===== src/rtl/rtc_read_sequencer.sv =====
`default_nettype none
// ============================================================================
// Module   : rtc_read_sequencer
// Purpose  : Reads eleven RTC registers (8'h21..8'h28, 8'h41..8'h43) over a
//            multiplexed address/data bus. A sweep starts on a start pulse or
//            on a periodic refresh tick. Each register takes an address phase,
//            a gap, a read phase, a one-cycle capture and a second gap. The
//            captured byte appears on data_vga together with its address on
//            the capture cycle.
// Ports    : clk      - system clock, rising edge
//            reset    - asynchronous reset, active low
//            start    - single-cycle sweep request (ignored while busy)
//            ad_in    - RTC bus, read path
//            ad_out   - RTC bus, drive path (valid while ad_oe=1)
//            ad_oe    - bus output enable
//            cs_n     - chip select, active low
//            rd_n     - read strobe, active low
//            wr_n     - write (address latch) strobe, active low
//            a_d      - 0 = address phase, 1 = data phase
//            address  - register-bank address, 8'h00 except on capture cycles
//            data_vga - captured RTC byte, valid when address != 8'h00
//            busy     - sweep in progress
//            done     - one-cycle pulse on the first idle cycle after a sweep
// Revision : 1.0 - initial release
// ============================================================================
module rtc_read_sequencer #(
    parameter int T_PHASE = 10,       // cycles per bus phase, 2..255
    parameter int REFRESH = 1000000   // cycles between automatic sweeps
) (
    input  logic       clk,
    input  logic       reset,
    input  logic       start,
    input  logic [7:0] ad_in,
    output logic [7:0] ad_out,
    output logic       ad_oe,
    output logic       cs_n,
    output logic       rd_n,
    output logic       wr_n,
    output logic       a_d,
    output logic [7:0] address,
    output logic [7:0] data_vga,
    output logic       busy,
    output logic       done
);

    localparam int             RW        = (REFRESH > 1) ? $clog2(REFRESH) : 1;
    localparam logic [RW-1:0]  REF_LAST  = RW'(REFRESH - 1);
    localparam logic [7:0]     PH_LAST   = 8'(T_PHASE - 1);
    localparam logic [3:0]     IDX_LAST  = 4'd10;

    typedef enum logic [2:0] {
        S_IDLE = 3'd0,
        S_ADDR = 3'd1,
        S_GAP1 = 3'd2,
        S_DATA = 3'd3,
        S_CAPT = 3'd4,
        S_GAP2 = 3'd5
    } state_t;

    state_t        state_q;
    logic [7:0]    phase_q;
    logic [3:0]    idx_q;
    logic [RW-1:0] refresh_q;
    logic [RW-1:0] refresh_d;
    logic [7:0]    ad_out_q;
    logic          ad_oe_q;
    logic          cs_n_q;
    logic          rd_n_q;
    logic          wr_n_q;
    logic          a_d_q;
    logic [7:0]    address_q;
    logic [7:0]    data_vga_q;
    logic          busy_q;
    logic          done_q;

    logic          refresh_tick;
    logic          phase_last;
    logic [7:0]    cur_addr;
    logic [7:0]    next_addr;

    // Index 0..7 maps to 8'h21..8'h28, index 8..10 to 8'h41..8'h43.
    function automatic logic [7:0] rtc_addr(input logic [3:0] idx);
        if (idx < 4'd8) begin
            return 8'h21 + {4'd0, idx};
        end
        return 8'h39 + {4'd0, idx};
    endfunction

    always_comb begin
        refresh_tick = (refresh_q == REF_LAST);
        refresh_d    = refresh_tick ? '0 : refresh_q + RW'(1);
        phase_last   = (phase_q == PH_LAST);
        cur_addr     = rtc_addr(idx_q);
        next_addr    = rtc_addr(idx_q + 4'd1);
    end

    always_ff @(posedge clk or negedge reset) begin
        if (!reset) begin
            state_q    <= S_IDLE;
            phase_q    <= '0;
            idx_q      <= '0;
            refresh_q  <= '0;
            ad_out_q   <= 8'h00;
            ad_oe_q    <= 1'b0;
            cs_n_q     <= 1'b1;
            rd_n_q     <= 1'b1;
            wr_n_q     <= 1'b1;
            a_d_q      <= 1'b0;
            address_q  <= 8'h00;
            data_vga_q <= 8'h00;
            busy_q     <= 1'b0;
            done_q     <= 1'b0;
        end else begin
            refresh_q <= refresh_d;
            done_q    <= 1'b0;
            address_q <= 8'h00;
            // Phase counter restarts at every phase boundary; IDLE and the
            // single-cycle capture keep it parked at zero.
            phase_q   <= (phase_last || state_q == S_IDLE || state_q == S_CAPT)
                         ? 8'd0 : phase_q + 8'd1;

            case (state_q)
                S_IDLE: begin
                    // start and tick together still launch a single sweep.
                    if (start || refresh_tick) begin
                        state_q  <= S_ADDR;
                        idx_q    <= '0;
                        busy_q   <= 1'b1;
                        cs_n_q   <= 1'b0;
                        wr_n_q   <= 1'b0;
                        rd_n_q   <= 1'b1;
                        a_d_q    <= 1'b0;
                        ad_oe_q  <= 1'b1;
                        ad_out_q <= rtc_addr(4'd0);
                    end
                end
                S_ADDR: begin
                    if (phase_last) begin
                        state_q  <= S_GAP1;
                        cs_n_q   <= 1'b1;
                        wr_n_q   <= 1'b1;
                        ad_oe_q  <= 1'b0;
                        ad_out_q <= 8'h00;
                    end
                end
                S_GAP1: begin
                    // Bus is released a full phase before the read strobe,
                    // so ad_oe and rd_n can never overlap.
                    if (phase_last) begin
                        state_q <= S_DATA;
                        cs_n_q  <= 1'b0;
                        rd_n_q  <= 1'b0;
                        a_d_q   <= 1'b1;
                    end
                end
                S_DATA: begin
                    // Sample only at the end of the read phase, when the
                    // RTC output has had the whole phase to settle.
                    if (phase_last) begin
                        state_q    <= S_CAPT;
                        cs_n_q     <= 1'b1;
                        rd_n_q     <= 1'b1;
                        data_vga_q <= ad_in;
                        address_q  <= cur_addr;
                    end
                end
                S_CAPT: begin
                    state_q <= S_GAP2;
                end
                S_GAP2: begin
                    if (phase_last) begin
                        if (idx_q == IDX_LAST) begin
                            state_q <= S_IDLE;
                            busy_q  <= 1'b0;
                            done_q  <= 1'b1;
                        end else begin
                            state_q  <= S_ADDR;
                            idx_q    <= idx_q + 4'd1;
                            cs_n_q   <= 1'b0;
                            wr_n_q   <= 1'b0;
                            a_d_q    <= 1'b0;
                            ad_oe_q  <= 1'b1;
                            ad_out_q <= next_addr;
                        end
                    end
                end
                default: begin
                    state_q <= S_IDLE;
                end
            endcase
        end
    end

    assign ad_out   = ad_out_q;
    assign ad_oe    = ad_oe_q;
    assign cs_n     = cs_n_q;
    assign rd_n     = rd_n_q;
    assign wr_n     = wr_n_q;
    assign a_d      = a_d_q;
    assign address  = address_q;
    assign data_vga = data_vga_q;
    assign busy     = busy_q;
    assign done     = done_q;

endmodule
`default_nettype wire


===== config.mk =====
export PLATFORM = sky130hd
export DESIGN_NAME = rtc_read_sequencer
export DESIGN_NICKNAME = d
export VERILOG_FILES = /design/src/rtl/rtc_read_sequencer.sv
export SDC_FILE = /design/constraint.sdc
export NUM_CORES = 1
export LEC_CHECK = 0
export ABC_AREA = 0
export BUFFER_PORTS_ARGS = -buffer_cell sky130_fd_sc_hd__buf_2
export CAP_MARGIN = 20
export CELL_PAD_IN_SITES_DETAIL_PLACEMENT = 1
export CELL_PAD_IN_SITES_GLOBAL_PLACEMENT = 2
export CORE_ASPECT_RATIO = 1.4
export CORE_MARGIN = 2
export CORE_UTILIZATION = 34
export DETAILED_ROUTE_END_ITERATION = 10
export PLACE_DENSITY = 0.71
export SYNTH_ARGS = -nofsm -noshare
export SYNTH_HDL_FRONTEND = slang
export SYNTH_SLANG_ARGS = --single-unit

===== constraint.sdc =====
create_clock -name clk -period 2.1 [get_ports clk]
set_clock_uncertainty 0.2 [all_clocks]
set_input_delay 0.105 -clock clk [delete_from_list [all_inputs] [get_ports clk]]
set_output_delay 0.105 -clock clk [all_outputs]
set_load 0.05 [all_outputs]

Yosys cells after proc, flatten, opt, wreduce, memory -nomap -nowiden. Index checks and enable logic that the tools add are counted.

Output and inout bits: 31. Input bits: 11. Word-level logic and storage cells: 102. Register bits after elaboration: 66.

Muxes and demuxes: 45. Add/subtract/negate cells: 7. Reduce and logical (&&, ||, !) cells: 18. Magnitude comparators: 2. Equal/unequal tests: 16.

Operators by type and width (count): $mux W8 (11); $add A6 B4 Y7 const A (4); $pmux W8 S3 (1); $add A20 B1 Y20 const B (1); $eq A20 B20 Y1 const B (1); $mux W20 (1); $pmux W3 S6 (1); $mux W1 (16); $mux W3 (5); $reduce_and A5 Y1 (3); $mux W4 (3); $ne A2 B2 Y1 const B (6); $pmux W1 S3 (4); $reduce_and A4 Y1 (3); $reduce_bool A3 Y1 (3); $add A8 B1 Y8 const B (1); $eq A8 B4 Y1 const B (1); $lt A4 B4 Y1 const B (2); $pmux W4 S2 (1); $eq A3 B2 Y1 const B (2); $eq A3 B3 Y1 const B (2); $reduce_and A6 Y1 (1); $add A4 B1 Y4 const B (1); $eq A4 B4 Y1 const B (1); other kinds (10) (13).

Depth between registers and ports, before layout. Gate-level depths: netlist of the first run.

Depth in word-level cells: 7. Gate-level depth with buffers: 7. Depth with buffers taken out: 7.

Worst setup path after synthesis of the first run. No wires, ideal clock.

Path kind: flip-flop to flip-flop. Start point: register refresh_q[0]. End point: register idx_q[1]. Arrival: 1.802 ns. Path buffers: 0. Library setup time: 0.125 ns. Required time: 1.775 ns. Clock period less this slack: 2.127 ns. Stages on the path, launching flop included: 7. Slack: -0.027 ns. Cell sequence: dfrtp_1 > ha_1 > and3_1 > nand3_1 > nor4_4 > o21a_4 > mux2_4.

Word-level cells in the longest chain between the ends: 4.

RTL lines: from (decl) (RTL line 63) `logic [RW-1:0] refresh_q;`; from (signal assigned) (RTL line 114) `refresh_q <= refresh_d;`; $eq A20 B20 Y1 (RTL line 90) `refresh_tick = (refresh_q == REF_LAST);`; $logic_or A1 B1 Y1 (RTL line 125) `if (start || refresh_tick) begin`; $ne A2 B1 Y1 (no line); $reduce_and A4 Y1 (no line); to (signal assigned) (RTL line 178) `idx_q <= idx_q + 4'd1;`; to (decl) (RTL line 62) `logic [3:0] idx_q;`.

Every way passes these cells. A chain may end at the register's enable or synchronous reset.

Final worst setup path of the first run.
Start point: register refresh_q[0]. End point: register idx_q[2].

Same word-level chain as after synthesis.

==> impl_metrics.env, run 1 <==
export IMPL_synth_seq_area_share_pct=54.7
export IMPL_setup_viol=0
export IMPL_synth_mux_area_fraction_pct=6.48
export IMPL_share_of_the_synthesized_area_in_the_top_cell_type_pct=52.0
export IMPL_final_hold_viol_count=0
export IMPL_async_flop_share_pct=100
export IMPL_globalRouteOverflowTotal=0
export IMPL_synthesis_instances=255
export IMPL_timing_setup_critical_path_class="reg -> reg"
export IMPL_final_worst_path_cycle_share_pct=97.5
export IMPL_final_antenna_violating_net_count=0
export IMPL_synth_top_family_by_area="simple AND/OR/NAND/NOR gates"
export IMPL_post_place_cells=419
export IMPL_place_hpwl_um=4790
export IMPL_power_leakage_nw=1.92
export IMPL_yosys_top_cells_area="dfrtp_1 (52%), nor2_1 (4.5%), xor2_1 (4.5%), xnor2_1 (3.6%), mux2_2 (3.1%)"
export IMPL_run_status="finished clean"
export IMPL_row_count=40
export IMPL_post_drt_wl_per_cell_um=15.1
export IMPL_clock_fmax_mhz=488
export IMPL_synth_flop_cell="dfrtp_1"
export IMPL_synth_warnings=0
export IMPL_grt_pass1_vias=2280
export IMPL_power_clock_fraction_pct=33.2
export IMPL_cts_path_max_buffers=2
export IMPL_period_needed_ps=2050
export IMPL_simple_gate_share_of_the_synthesized_area_pct=18.4
export IMPL_synth_area_per_cell_sq_um=11.5
export IMPL_clkLatencyLatePin_ps=330
export IMPL_synth_enable_flop_cells=0
export IMPL_firstDrtPassIters=4
export IMPL_detail_route_drc_violations=0
export IMPL_seqPwrFrac_pct=34.2
export IMPL_die_area_sq_mm=0.00940
export IMPL_buffer_ports_inserted=39
export IMPL_holdCritPathClass="in -> async"
export IMPL_synth_xor_area_share_pct=8.06
export IMPL_initial_utilization_pct=34.7
export IMPL_avgViaCountPerCell=4.79
export IMPL_final_max_slew_violation_count=0
export IMPL_critical_path_arrival_ps=2060
export IMPL_worstSetupStartpointType="register"
export IMPL_finish_cell_count_without_fillers=454
export IMPL_grt_first_pass_wirelength_um=11100
export IMPL_clock_transition_at_the_registers_of_the_reported_paths_ps=50
export IMPL_max_vdd_drop_mv=0.613
export IMPL_post_synth_fa_ha_maj_area_fraction_pct=2.56
export IMPL_globalplace_congestion=0.775
export IMPL_tightestPinTransition_ps=605
export IMPL_worstPathCellList="ha_2, and3_4, nand3_4, nor4_4, buf_4, o21a_4, mux2_4"
export IMPL_core_area_sq_mm=0.00846
export IMPL_internal_power_mw=3.07
export IMPL_rsz0062_at_grt="yes"
export IMPL_p_sw_mw=1.68
export IMPL_regArea_sq_mm=0.00161
export IMPL_critical_path_required_ps=2110
export IMPL_die_ht_um=114
export IMPL_grt_usage_pct=16.0
export IMPL_vias=2173
export IMPL_ctsHtreeMaxLevel=3
export IMPL_postSynthRegisterBits=64
export IMPL_setup_worst_path_end_class="register"
export IMPL_grt_start_max_net_pins=65
export IMPL_antenna_cells_inserted=0
export IMPL_layout_core_utilization_pct=46.4
export IMPL_fin_hold_ws_ps=115
export IMPL_totalWireLength_um=6840
export IMPL_max_cap_viol_count=0
export IMPL_ios=42
export IMPL_power_density_mw_per_mm2=1210
export IMPL_filler_cells_inserted=951
export IMPL_crit_path_max_incr_delay_ps=350
export IMPL_drt_iter0_markers=62
export IMPL_multi_input_comb_area_sq_mm=0.00128
export IMPL_fin_nets=361
export IMPL_combPwrFrac_pct=32.5
export IMPL_area_growth_pct=33.9
export IMPL_tritoncts_clock_tree="yes"
export IMPL_timing_max_slew_rel_slack_pct=59.4
export IMPL_cts_num_sinks=64
export IMPL_clock_tree_root_cell="clkbuf_16"
export IMPL_synth_compound_area_share_pct=6.87
export IMPL_syn_cell_area_sq_mm=0.00293
export IMPL_die_w_um=82.5
export IMPL_cts_made_buffers=9
export IMPL_crit_slowest_cell="dfrtp_1"
export IMPL_critical_path_peak_fanout=6
export IMPL_synth_top_area_cell="dfrtp_1"
export IMPL_switching_portion_of_total_power_pct=35.3
export IMPL_cell_depth_of_the_worst_flop_to_flop_path=7
export IMPL_synth_cell_type_count=46
export IMPL_antenna_found_initial=0
export IMPL_layout_drive_gt1_share_pct=34.7
synth_stat cells, types with 2 or more instances:
cell / instances
buf_2: 2
nor4b_2: 2
mux2_4: 6
o21ai_0: 8
nand4_1: 8
nor4_1: 3
ha_1: 6
dfrtp_1: 61
dfstp_2: 3
and2_1: 2
a22o_1: 2
nand3b_1: 3
xnor2_1: 12
and3_1: 6
nand2_1: 13
nand3_1: 11
buf_6: 2
a31oi_1: 2
buf_4: 2
nor2_1: 35
nor2b_1: 2
nor4_4: 2
a21oi_1: 4
o21ai_1: 2
clkbuf_1: 2
nor3_1: 7
mux2_2: 8
xor2_1: 15
inv_1: 7
cell type report:
cell class / instances / area share [%]
Clock buffer: 13 / 6.37
Clock inverter: 3 / 1.66
Inverter: 7 / 0.669
Multi-Input combinational cell: 178 / 32.6
Sequential cell: 64 / 40.9
Tap cell: 105 / 3.35
Timing Repair Buffer: 84 / 14.5
cells by family after synthesis:
group                    Yosys count
flip-flops                        64
AO/OA/AOI/OAI                     28
AND/OR/NAND/NOR                   99
XOR/XNOR                          27
multiplexers                      15
other                              1
buffers and inverters             15
adder cells (fa/ha/maj)            6
final timing paths:
kind | start | endpoint | slack, ps
max | refresh_q[0] | idx_q[2] | 50
min | reset | ad_oe | 120
max reg2reg | refresh_q[0] | idx_q[2] | 50
min reg2reg | data_vga[5] | data_vga[5] | 300
max in group asynchronous | reset | refresh_q[13] | 1270
min in group clk | start | rd_n | 180
per-layer routing:
layer  global-route usage [%]  wire length [um]  vias to the layer above
met5                        0                 0                        -
met4                     7.76               139                        0
met2                     27.8              3610                       43
met1                     17.5              2840                     1063
met3                     4.35               244                       10
li1                         -                 -                     1057
worst max-delay path, delay by kind of cell, from the launching register on:
family	cells	cell delay, ps
and+or+nand+nor	3	520
DFF	1	350
muxes	1	310
buffers and inverters	1	190
AOI/OAI and AO/OA	1	190
adders and majority gates	1	180
power groups by stage:
stage	clock, mW	combinational, mW	sequential (mW)
3_5_place_dp	0	1.52	1.65
2_1_floorplan	0	0.600	2.14
3_3_place_gp	0	1.50	1.64
5_1_grt	1.68	1.68	1.66
6_report	1.58	1.55	1.63
4_1_cts	1.63	1.55	1.63
what timing repair did:
action                                 CTS  global route
pin swaps                                1             2
hold buffers                             9             0
setup endpoints to repair                1             9
endpoints found under the hold margin   72             0
resized for setup                        0             3
buffers inserted                         2             8
stage by stage:
stage | TNS (ps) | setup slack (ps) | cell area [sq um] | power (mW)
3_3_place_gp | 0 | 30.8 | 3440 | 3.14
6_report | 0 | 52.2 | 3930 | 4.75
3_5_place_dp | 0 | 4.34 | 3440 | 3.17
5_1_grt | -109 | -37.1 | 3930 | 5.02
2_1_floorplan | -66.8 | -22.3 | 2960 | 2.74
4_1_cts | 0 | 6.27 | 3860 | 4.81
layout by cell type, fill, tap and decap left out, types with 3 or more instances in the layout:
cell and instances:
inv_1 7, nor3_1 7, clkbuf_1 3, xnor2_1 12, buf_4 35, dfrtp_1 60
mux2_4 6, xor2_1 15, a21oi_1 4, dlygate4sd3_1 9, conb_1 3, nand3_1 10
nand2_1 13, buf_2 39, o21ai_0 8, and3_1 5, ha_1 5, nor2_1 35
nor4_1 3, mux2_2 8, dfstp_2 3, nand4_1 8, clkbuf_16 9, nand3b_1 3
flip-flops by register name (all words and copies together), names as in the netlist:
register   cells
a_d            1
address        7
state_q        3
ad_oe          1
ad_out         7
wr_n           1
phase_q        8
data_vga       8
refresh_q     20
busy           1
rd_n           1
done           1
idx_q          4
cs_n           1
Note: power is estimated with default switching activity, not from simulation.
==> run 2: changes to the inputs <==
CORE_UTILIZATION = 35   (was 34)
CTS_BUF_LIST = sky130_fd_sc_hd__clkbuf_8   (was default)
PLACE_DENSITY = 0.73   (was 0.71)
==> impl_metrics.env, run 2 (same netlist as run 1, synthesis figures left out) <==
export IMPL_post_drt_wl_per_cell_um=14.8
export IMPL_final_hold_viol_count=0
export IMPL_clock_fmax_mhz=489
export IMPL_area_growth_pct=26.9
export IMPL_clkLatencyLatePin_ps=340
export IMPL_die_area_sq_mm=0.00914
export IMPL_max_cap_viol_count=0
export IMPL_gr_usage_met3_pct=3.86
export IMPL_core_area_sq_mm=0.00815
export IMPL_die_ht_um=112
export IMPL_cts_num_sinks=64
export IMPL_holdCritPathClass="in -> reg"
export IMPL_layout_drive_gt1_share_pct=33.6
export IMPL_regArea_sq_mm=0.00161
export IMPL_grt_util_met2_pct=28.4
export IMPL_cts_made_buffers=9
export IMPL_worstSetupStartpointType="register"
export IMPL_period_needed_ps=2040
export IMPL_clock_tree_root_cell="clkbuf_8"
export IMPL_buffer_ports_inserted=39
export IMPL_placedInstanceArea_sq_mm=0.00342
export IMPL_worst_hold_startpoint="start"
export IMPL_timing_final_ws_setup_ps=55.6
export IMPL_run_status="finished clean"
export IMPL_filler_cells_inserted=946
export IMPL_critical_path_arrival_ps=2070
export IMPL_final_antenna_violating_net_count=0
export IMPL_tritoncts_clock_tree="yes"
export IMPL_drt_iter0_markers=47
export IMPL_pre_cts_ws_ps=-17.0
export IMPL_fin_nets=354
export IMPL_totalWireLength_um=6560
export IMPL_power_leakage_nw=1.83
export IMPL_worstReg2RegStart="refresh_q[1]"
export IMPL_cts_path_max_buffers=2
export IMPL_final_max_slew_violation_count=0
export IMPL_top_reg_by_flops="refresh_q"
export IMPL_largest_register_ffs=20
export IMPL_antenna_cells_inserted=0
export IMPL_grt_start_max_net_pins=65
export IMPL_launching_element_of_the_worst_setup_path="refresh_q[1]"
export IMPL_globalplace_congestion=0.734
export IMPL_finalInstanceArea_sq_mm=0.00372
export IMPL_detail_route_drc_violations=0
export IMPL_grt_usage_pct=16.2
export IMPL_setup_viol=0
export IMPL_critical_path_peak_fanout=5
export IMPL_tightestPinTransition_ps=611
export IMPL_row_count=39
export IMPL_ios=42
export IMPL_global_route_usage_met1_pct=17.7
export IMPL_most_common_cell_after_layout_fill_and_taps_aside="dfrtp_1"
export IMPL_grt_pass1_vias=2323
export IMPL_power_density_mw_per_mm2=1090
export IMPL_ctsHtreeMaxLevel=3
export IMPL_firstDrtPassIters=4
export IMPL_setup_worst_path_end_class="register"
export IMPL_timing_max_slew_rel_slack_pct=59.0
export IMPL_vias=2183
export IMPL_initial_utilization_pct=36.0
export IMPL_grt_first_pass_wirelength_um=11100
export IMPL_clock_transition_at_the_registers_of_the_reported_paths_ps=60
export IMPL_rsz0062_at_grt="yes"
export IMPL_place_hpwl_um=4800
export IMPL_avgViaCountPerCell=4.92
export IMPL_timing_setup_critical_path_class="reg -> reg"
export IMPL_final_worst_path_cycle_share_pct=97.4
export IMPL_multi_input_comb_area_sq_mm=0.00128
export IMPL_die_w_um=81.4
export IMPL_critical_path_required_ps=2130
export IMPL_layout_cells_most_common_list="dfrtp_1 (61), buf_2 (39), nor2_1 (35)"
export IMPL_antenna_found_initial=0
export IMPL_grt_busiest_layer="met2"
export IMPL_globalRouteOverflowTotal=0
export IMPL_max_vdd_drop_mv=0.660
## run 2: cell types whose count changed in the layout (fill, tap and decap cells not counted), sizes merged
cell,before,now
bufinv,2,0
clkinv,1,4
buf,75,68
inv,7,9
clkbuf,13,10
## run 2: where the power goes
part	switching, mW	total [mW]	internal, mW
logic	1.02	1.54	0.529
clock network	0.452	0.894	0.443
registers	0.157	1.63	1.47
total	1.62	4.06	2.44
## run 2: critical path, stage by stage (launching register included)
cell	delay (ps)
dfrtp_1	370
ha_2	190
and3_4	190
nand3_4	90
nor4_4	230
buf_4	190
o21a_4	170
mux2_4	300
## run 2: area by class of cell
class / instances / area share, %
multi-input cells: 178 / 34.4
well taps: 102 / 3.43
clock inverters: 6 / 0.740
clock buffers: 10 / 3.70
repair buffers: 77 / 13.9
flip-flops and latches: 64 / 43.1
inverters: 7 / 0.706
## run 2: path summary, 6_finish.rpt
check / endpoint / slack [ps] / depth (start not counted)
setup / recovery: idx_q[2] / 60 / 7
hold / removal: a_d / 30 / 4
setup reg to reg: idx_q[2] / 60 / 7
hold reg to reg: ad_out[4] / 300 / 1
max in group asynchronous: refresh_q[17] / 1300 / 3
min in group asynchronous: ad_oe / 90 / 3
## run 2: metrics by stage
| step | hold slack (ps) | setup TNS [ps] | power (mW) | instances | utilization, % |
|---|---|---|---|---|---|
| after floorplan | -391 | -66.8 | 2.74 | 257 | - |
| after global placement | -48.9 | -23.6 | 3.14 | 414 | 42.0 |
| after detailed placement | -50.4 | -46.4 | 3.18 | 414 | 42.0 |
| after CTS | 115 | 0 | 4.12 | 440 | 45.2 |
| after global routing | 63.9 | -43.5 | 4.32 | 444 | 45.7 |
| final | 32.0 | 0 | 4.06 | 444 | 45.7 |
## run 2: repair_timing
| item | 4_1_cts | 5_1_grt |
|---|---|---|
| endpoints found under the hold margin | 72 | 0 |
| endpoints found under the setup margin | 4 | 10 |
| pin swaps | 1 | 2 |
| gates resized for setup | 1 | 2 |
| hold buffers | 9 | 0 |
| setup buffers | 1 | 4 |
## run 2: metal layers
metal / part of all wire (%) / wire, um
met1: 39 / 2590
met2: 54 / 3560
met3: 3.7 / 240
met4: 2.6 / 169
met5: 0 / 0
